**config.mk**
```make
export PLATFORM = sky130hd
export DESIGN_NAME = inst_fetch_unit
export DESIGN_NICKNAME = d
export VERILOG_FILES = /design/src/rtl/inst_fetch_unit.sv
export SDC_FILE = /design/constraint.sdc
export NUM_CORES = 1
export LEC_CHECK = 0
export ABC_CLOCK_PERIOD_IN_PS = 2400
export BUFFER_PORTS_ARGS = -buffer_cell sky130_fd_sc_hd__buf_2
export CAP_MARGIN = 20
export CORE_UTILIZATION = 45
export CTS_CLUSTER_SIZE = 40
export DETAILED_ROUTE_END_ITERATION = 7
export PLACE_DENSITY = 0.81
export SYNTH_ARGS = -nofsm -noshare
export SYNTH_HDL_FRONTEND = slang
export SYNTH_SLANG_ARGS = --single-unit
```
**constraint.sdc**
```tcl
create_clock -name clk -period 2.4 [get_ports clk]
set_clock_uncertainty 0.15 [all_clocks]
set_input_delay 0.24 -clock clk [delete_from_list [all_inputs] [get_ports clk]]
set_output_delay 0.24 -clock clk [all_outputs]
set_load 0.005 [all_outputs]
```
**src/rtl/inst_fetch_unit.sv**
```systemverilog
// inst_fetch_unit: instruction fetch stage.
// Owns the PC and keeps at most one read outstanding to instruction memory.
// Each fetched word goes to decode over a valid/ready pair.
// Redirects from execute are handled with a drop flag, so a stale in-flight
// response is discarded.
// Halt parks the unit once any open memory transaction has completed.
// Optional feature: define IFU_PERF_CNT_EN to add the fetch and stall counters.
module inst_fetch_unit #(
  parameter int              XLEN     = 32,
  parameter logic [XLEN-1:0] RESET_PC = 32'h8000_0000
) (
  input  logic            clk,
  input  logic            rst_n,
  output logic            imem_req_valid,
  output logic [XLEN-1:0] imem_req_addr,
  input  logic            imem_req_ready,
  input  logic            imem_resp_valid,
  input  logic [XLEN-1:0] imem_resp_data,
  input  logic            imem_resp_err,
  output logic            inst_valid,
  output logic [XLEN-1:0] inst,
  output logic [XLEN-1:0] inst_pc,
  input  logic            inst_ready,
  input  logic            redirect_valid,
  input  logic [XLEN-1:0] redirect_pc,
  input  logic            halt,
  output logic            busy,
  output logic            fault
`ifdef IFU_PERF_CNT_EN
  ,output logic [31:0]    perf_fetch_cnt,
  output logic [31:0]     perf_stall_cnt
`endif
);

  typedef enum logic [2:0] {S_REQ, S_WAIT, S_HOLD, S_HALTED, S_FAULT} state_t;

  state_t          state;
  logic [XLEN-1:0] pc;
  logic [XLEN-1:0] pc_nxt;
  logic [XLEN-1:0] req_addr;   // held separately so a redirect cannot disturb a pending request
  logic            req_vld;
  logic            drop;       // the outstanding response belongs to a stale path
  logic            halt_pend;  // halt seen while a transaction was open
  logic            active;
  logic            redir;
  logic            req_fire;
  logic            hold_fire;

  assign active    = (state == S_REQ) || (state == S_WAIT) || (state == S_HOLD);
  assign redir     = redirect_valid && !halt && active;  // halt wins over redirect
  assign req_fire  = (state == S_REQ) && req_vld && imem_req_ready;
  assign hold_fire = (state == S_HOLD) && inst_ready;

  assign imem_req_valid = req_vld;
  assign imem_req_addr  = req_addr;
  assign busy           = active;

  // Next PC: a redirect overrides the sequential +4 taken on a decode handshake
  always_comb begin
    pc_nxt = pc;
    if (hold_fire) pc_nxt = pc + XLEN'(4);
    if (redir)     pc_nxt = redirect_pc;
  end

  // Fetch FSM with registered request and instruction outputs
  always_ff @(posedge clk or negedge rst_n) begin
    if (!rst_n) begin
      state      <= S_REQ;
      pc         <= RESET_PC;
      req_addr   <= RESET_PC;
      req_vld    <= 1'b0;
      drop       <= 1'b0;
      halt_pend  <= 1'b0;
      inst_valid <= 1'b0;
      inst       <= '0;
      inst_pc    <= '0;
      fault      <= 1'b0;
    end else begin
      pc <= pc_nxt;
      case (state)
        S_REQ: begin
          req_vld <= 1'b1;
          if (req_fire) begin
            state   <= S_WAIT;
            req_vld <= 1'b0;
            if (halt)  halt_pend <= 1'b1;
            if (redir) drop      <= 1'b1;
          end else if (halt) begin
            state   <= S_HALTED;
            req_vld <= 1'b0;
          end else if (redir) begin
            drop <= 1'b1;
          end
        end
        S_WAIT: begin
          if (imem_resp_valid) begin
            drop <= 1'b0;
            if (halt || halt_pend) begin
              state <= S_HALTED;
            end else if (drop || redir) begin
              state    <= S_REQ;
              req_vld  <= 1'b1;
              req_addr <= pc_nxt;
            end else if (imem_resp_err) begin
              state   <= S_FAULT;
              fault   <= 1'b1;
              inst_pc <= req_addr;
            end else begin
              state      <= S_HOLD;
              inst       <= imem_resp_data;
              inst_pc    <= req_addr;
              inst_valid <= 1'b1;
            end
          end else begin
            if (halt)  halt_pend <= 1'b1;
            if (redir) drop      <= 1'b1;
          end
        end
        S_HOLD: begin
          if (halt) begin
            state      <= S_HALTED;
            inst_valid <= 1'b0;
          end else if (inst_ready || redir) begin
            state      <= S_REQ;
            inst_valid <= 1'b0;
            req_vld    <= 1'b1;
            req_addr   <= pc_nxt;
          end
        end
        default: ;  // HALTED and FAULT are terminal until reset
      endcase
    end
  end

`ifdef IFU_PERF_CNT_EN
  // Performance counters: decode handshakes and cycles spent waiting on memory
  always_ff @(posedge clk or negedge rst_n) begin
    if (!rst_n) begin
      perf_fetch_cnt <= '0;
      perf_stall_cnt <= '0;
    end else begin
      if (hold_fire) perf_fetch_cnt <= perf_fetch_cnt + 32'd1;
      if (((state == S_REQ) && !imem_req_ready) || (state == S_WAIT))
        perf_stall_cnt <= perf_stall_cnt + 32'd1;
    end
  end
`endif

endmodule

```
==> results by stage <==
Status:
- The run finished with clean final reports.

Synthesis:
- The prevailing post-synth register cell is sky130_fd_sc_hd__dfrtp_1.
- In this run the mean area of a mapped cell was 10.2 um2.
- The main combinational cell family by area after synthesis is simple AND/OR/NAND/NOR gates.
- Synthesis produced a netlist with a net count of 665.
- The biggest area consumer among synthesized cells is sky130_fd_sc_hd__dfrtp_1.
- The share of the Yosys chip area taken by registers is between 50% and 60%.
- The number of storage elements in the synthesis netlist is 136.
- The share of synthesized cell area in full adder, half adder and majority cells is 0.208%.
- Summing the areas of all compound-gate instances in the mapped netlist gives 7.66% of the synthesized area.
- The share of synthesized area spent on multiplexers is 9.86%.
- The summed instance area of the synthesized netlist is 6030 um2.
- The distinct cell type count of the synthesized netlist is between 40 and 50.
- The top cell type by area accounts for 55.6% of the synthesized area.
- Yosys printed 0 warnings.
- The synthesized design contains 0 enable-type register cells.
- After technology mapping, the gate count stands at 592.
- The share of flip-flops with an asynchronous set or reset is 100%.
- The simple-gate share of the synthesized area is 19.3%.
- Sorting the synthesized cells by area gives the leading types as sky130_fd_sc_hd__dfrtp_1 56%, sky130_fd_sc_hd__mux2_2 9.5%, sky130_fd_sc_hd__nand2_1 7.8%.
- The parity-gate share of the synthesized area counting xor and xnor cells is around 3.3%.

Critical path:
- The kind of end point of the critical path is a flip-flop.
- The longest individual stage delay on the worst path is 600 ps.
- In this run the worst path has a maximum fanout of 7.
- The class of the most critical setup path is flip-flop to flip-flop.
- The kind of cell adding the most delay to the critical path is simple AND/OR/NAND/NOR gates.
- Walking the worst path, the cells encountered are ha_1 > inv_1 > or4_4 > or4b_1 > a31oi_2 > mux2_4.
- Data on the critical path is required at its endpoint by 2610 ps.
- The arrival time of data at the critical path endpoint is 2540 ps.
- In this run the register-to-register setup slack is 70 ps.
- The worst register-to-register path ends at imem_req_addr[22]$_DFFE_PN0P_.
- The number of cells on the worst reg-to-reg path is 6.
- The critical path buffer and inverter count is 1.
- The slowest stage of the critical path belongs to the cell sky130_fd_sc_hd__or4_4.
- The worst register-to-register path begins at pc[2]$_DFF_PN0_.
- The type of origin of the critical path is a flip-flop.

Global routing:
- The number of global-route vias before repair is 5572.
- The number of antenna violations at the first check in global routing came to 0.
- The global router's overall resource usage is a little over a quarter.
- The met1 layer usage reported by global route is 31.5%.
- Entering global routing, the biggest net connects 55 pins.
- Global routing used between 6 and 7% of the available met3 tracks.
- For this run, global-route usage on met2 was measured as 45.4%.
- The first global-routing pass estimated 28.6 mm of wire.
- The highest-utilization routing layer at the global route stage is met2.
- After global routing the overflow that remains totals 0.

STA:
- Headroom to the max-slew limit came out at 58.8%.
- The routed design could run at a clock period as short as 2330 ps.
- The slew of the pin with the lowest slew margin is 610 ps.
- The worst path meets setup with 67.4 ps of slack.
- The aggregate negative setup slack is 0 ps.
- The final critical path takes up between 90% and 100% of the cycle.
- The number of hold-slack violations in the final timing report was 0.
- The total count of max-transition violations in the final report is 0.
- Setup repair after global routing left no endpoint under its margin.
- Setup violations remaining at the end of the flow were counted as 0.
- The peak clock frequency supported by timing is 429 MHz.

Die:
- The initial utilization of the core area, before any placement, comes to 47.0%.
- The die width is roughly 120 um.
- The core region is 12800 um2.
- The die boundary height is 118 um.
- The initialized floorplan defines around 40 standard-cell rows.
- During I/O placement, the number of pins put on the boundary was between 150 and 200.
- The full die area is 13900 um2.

Route:
- Across all layers, the routed design uses 5536 vias.
- The via-per-instance ratio is 5.42.
- Summed over all layers, the routed wires come to 17.6 mm.
- The initial DRC count is 374.
- The wire length per cell after detailed routing is between 15 and 20 um.
- Once detail routing completed, the nets flagged for antenna violations numbered 0.
- The first detailed-routing pass took 7 iterations.
- For this run, design rule violations remaining after detail routing come to 0.

Hold path:
- The kind of path behind the tightest hold check is input pin to flip-flop.
- The endpoint of the worst hold path is pc[7]$_DFF_PN0_.
- The worst hold path begins at redirect_pc[7].
- The cell depth of the worst hold path is 3.

Clock network:
- The TritonCTS clock tree is yes.
- No sink is reached through more buffers than the 2 on the longest clock path.
- The number of buffers created by CTS is 17.
- The tree is rooted in a sky130_fd_sc_hd__clkbuf_16.
- The clock drives 136 sinks.
- The H-tree generated during clock tree synthesis spans 4 levels.
- Clock-pin slew was measured on the worst setup and hold paths at 60 ps.
- The clock reaches the later pin of the worst-skew pair after 420 ps.

Layout:
- The non-filler instance count after layout is a little over 1000.
- Counting the fill cells in the layout gives 990.
- The final antenna diode count is 0.
- For this run, the post-layout net count is 915.
- Compared with the post-synthesis result, the final layout area differs by 41.4%.
- The post-route netlist has 34.5% of its cells at a drive strength greater than 1.

Place:
- The final weighted congestion of routability-driven global placement is just over 0.9.
- The post-DP HPWL is 11.4 mm.
- The worst setup timing slack at the placement stage is 5.12 ps.
- Input and output buffers added on the ports amount to 171.
- The cell count after placement is a little over 900.

Power and ir drop:
- The static leakage is 4.28 nW.
- IR analysis of the VDD net gives a maximum drop of 0.524 mV.
- The power density over cell area is between 900 and 1000 nW/um2.

Flow run:
- The reported max-cap violation count is 0.
state kept, by name, summed over array words and instances, names as in the netlist, 3 cells and up:
signal	flops
pc	32
state	3
inst_pc	32
inst	32
imem_req_addr	32
Yosys cell counts, types with 3 or more instances:
cell type and instances:
sky130_fd_sc_hd__or3_1 6, sky130_fd_sc_hd__nor3_1 8, sky130_fd_sc_hd__clkbuf_1 22, sky130_fd_sc_hd__nand2_1 125, sky130_fd_sc_hd__o211ai_1 3, sky130_fd_sc_hd__inv_1 9
sky130_fd_sc_hd__buf_1 7, sky130_fd_sc_hd__nor4_1 7, sky130_fd_sc_hd__o22ai_1 12, sky130_fd_sc_hd__or4_1 4, sky130_fd_sc_hd__xor2_1 4, sky130_fd_sc_hd__nand4_1 11
sky130_fd_sc_hd__a21oi_1 35, sky130_fd_sc_hd__and3_1 3, sky130_fd_sc_hd__a31oi_1 9, sky130_fd_sc_hd__nand3_1 22, sky130_fd_sc_hd__nor2_1 51, sky130_fd_sc_hd__mux2_2 51
sky130_fd_sc_hd__and4_1 7, sky130_fd_sc_hd__dfrtp_1 134, sky130_fd_sc_hd__buf_2 7, sky130_fd_sc_hd__o21ai_0 9, sky130_fd_sc_hd__xnor2_1 19
per-stage QoR:
step,hold WS [ps],cell area [um2],util [%],total power [mW]
after floorplan,-206,6060,-,4.78
after global routing,20.9,8530,66.5,8.90
after global placement,83.5,7250,56.5,5.69
after detailed placement,86.3,7250,56.5,5.78
final,28.9,8530,66.5,8.43
after CTS,14.5,8470,66.0,8.36
cell usage in the layout (no fill, tap or decap), types with 3 or more instances in the layout:
master,n
sky130_fd_sc_hd__a21oi_1,35
sky130_fd_sc_hd__a31oi_1,8
sky130_fd_sc_hd__and3_1,3
sky130_fd_sc_hd__and4_1,7
sky130_fd_sc_hd__buf_12,5
sky130_fd_sc_hd__buf_2,170
sky130_fd_sc_hd__buf_4,25
sky130_fd_sc_hd__clkbuf_1,4
sky130_fd_sc_hd__clkbuf_16,17
sky130_fd_sc_hd__dfrtp_1,133
sky130_fd_sc_hd__dlygate4sd3_1,67
sky130_fd_sc_hd__inv_1,9
sky130_fd_sc_hd__mux2_2,50
sky130_fd_sc_hd__nand2_1,125
sky130_fd_sc_hd__nand3_1,21
sky130_fd_sc_hd__nand4_1,11
sky130_fd_sc_hd__nor2_1,50
sky130_fd_sc_hd__nor3_1,8
sky130_fd_sc_hd__nor4_1,4
sky130_fd_sc_hd__nor4_2,3
sky130_fd_sc_hd__o211ai_1,3
sky130_fd_sc_hd__o21ai_0,9
sky130_fd_sc_hd__o22ai_1,12
sky130_fd_sc_hd__or3_1,6
sky130_fd_sc_hd__or4_4,3
sky130_fd_sc_hd__xnor2_1,19
sky130_fd_sc_hd__xor2_1,4
how the worst max path moves through the flow:
stage                         start                             to  slack, ps  cells after the start
2_1_floorplan  state[2]$_DFFE_PN0P_  imem_req_addr[26]$_DFFE_PN0P_          8                      8
3_3_place_gp        pc[2]$_DFF_PN0_  imem_req_addr[22]$_DFFE_PN0P_        140                      6
3_5_place_dp        pc[2]$_DFF_PN0_  imem_req_addr[22]$_DFFE_PN0P_          5                      6
4_1_cts             pc[2]$_DFF_PN0_  imem_req_addr[22]$_DFFE_PN0P_         20                      6
5_1_grt             pc[3]$_DFF_PN0_  imem_req_addr[22]$_DFFE_PN0P_         10                      6
6_report            pc[2]$_DFF_PN0_  imem_req_addr[22]$_DFFE_PN0P_         70                      6
logic make-up after synthesis:
family | after synthesis
DFF | 136
buffers and inverters | 46
muxes | 53
AOI/OAI and AO/OA | 78
adders and majority gates | 1
and+or+nand+nor | 255
xor gates and xnor gates | 23
metal layers:
metal	vias up	routed length, um
li1	2540	-
met1	2707	7050
met2	228	8950
met3	61	893
met4	0	658
met5	-	0
worst min-delay path: stages:
cell,delay [ps]
sky130_fd_sc_hd__buf_2,100
sky130_fd_sc_hd__nor2_1,130
sky130_fd_sc_hd__a21oi_1,80
final cells by class:
class / count / area [um2] / share of cell area, %
inverters: 9 / 33.8 / 0.396
clock buffers: 23 / 468 / 5.49
multi-input cells: 410 / 2510 / 29.4
repair buffers: 268 / 1820 / 21.4
well taps: 172 / 215 / 2.52
flip-flops and latches: 136 / 3410 / 40.0
clock inverters: 4 / 72.6 / 0.851
report_power, final:
| group | switching (mW) | internal (mW) |
|---|---|---|
| logic | 1.31 | 1.21 |
| clock network | 0.891 | 1.55 |
| registers | 0.586 | 2.89 |
repair_timing:
item,4_1_cts,5_1_grt
endpoints found under the hold margin,130,0
hold buffers,67,0
endpoints found under the setup margin,1,13
setup buffers,0,1
pin swaps,0,1
gates resized for setup,1,8
Power figures use the tool's default switching activity.
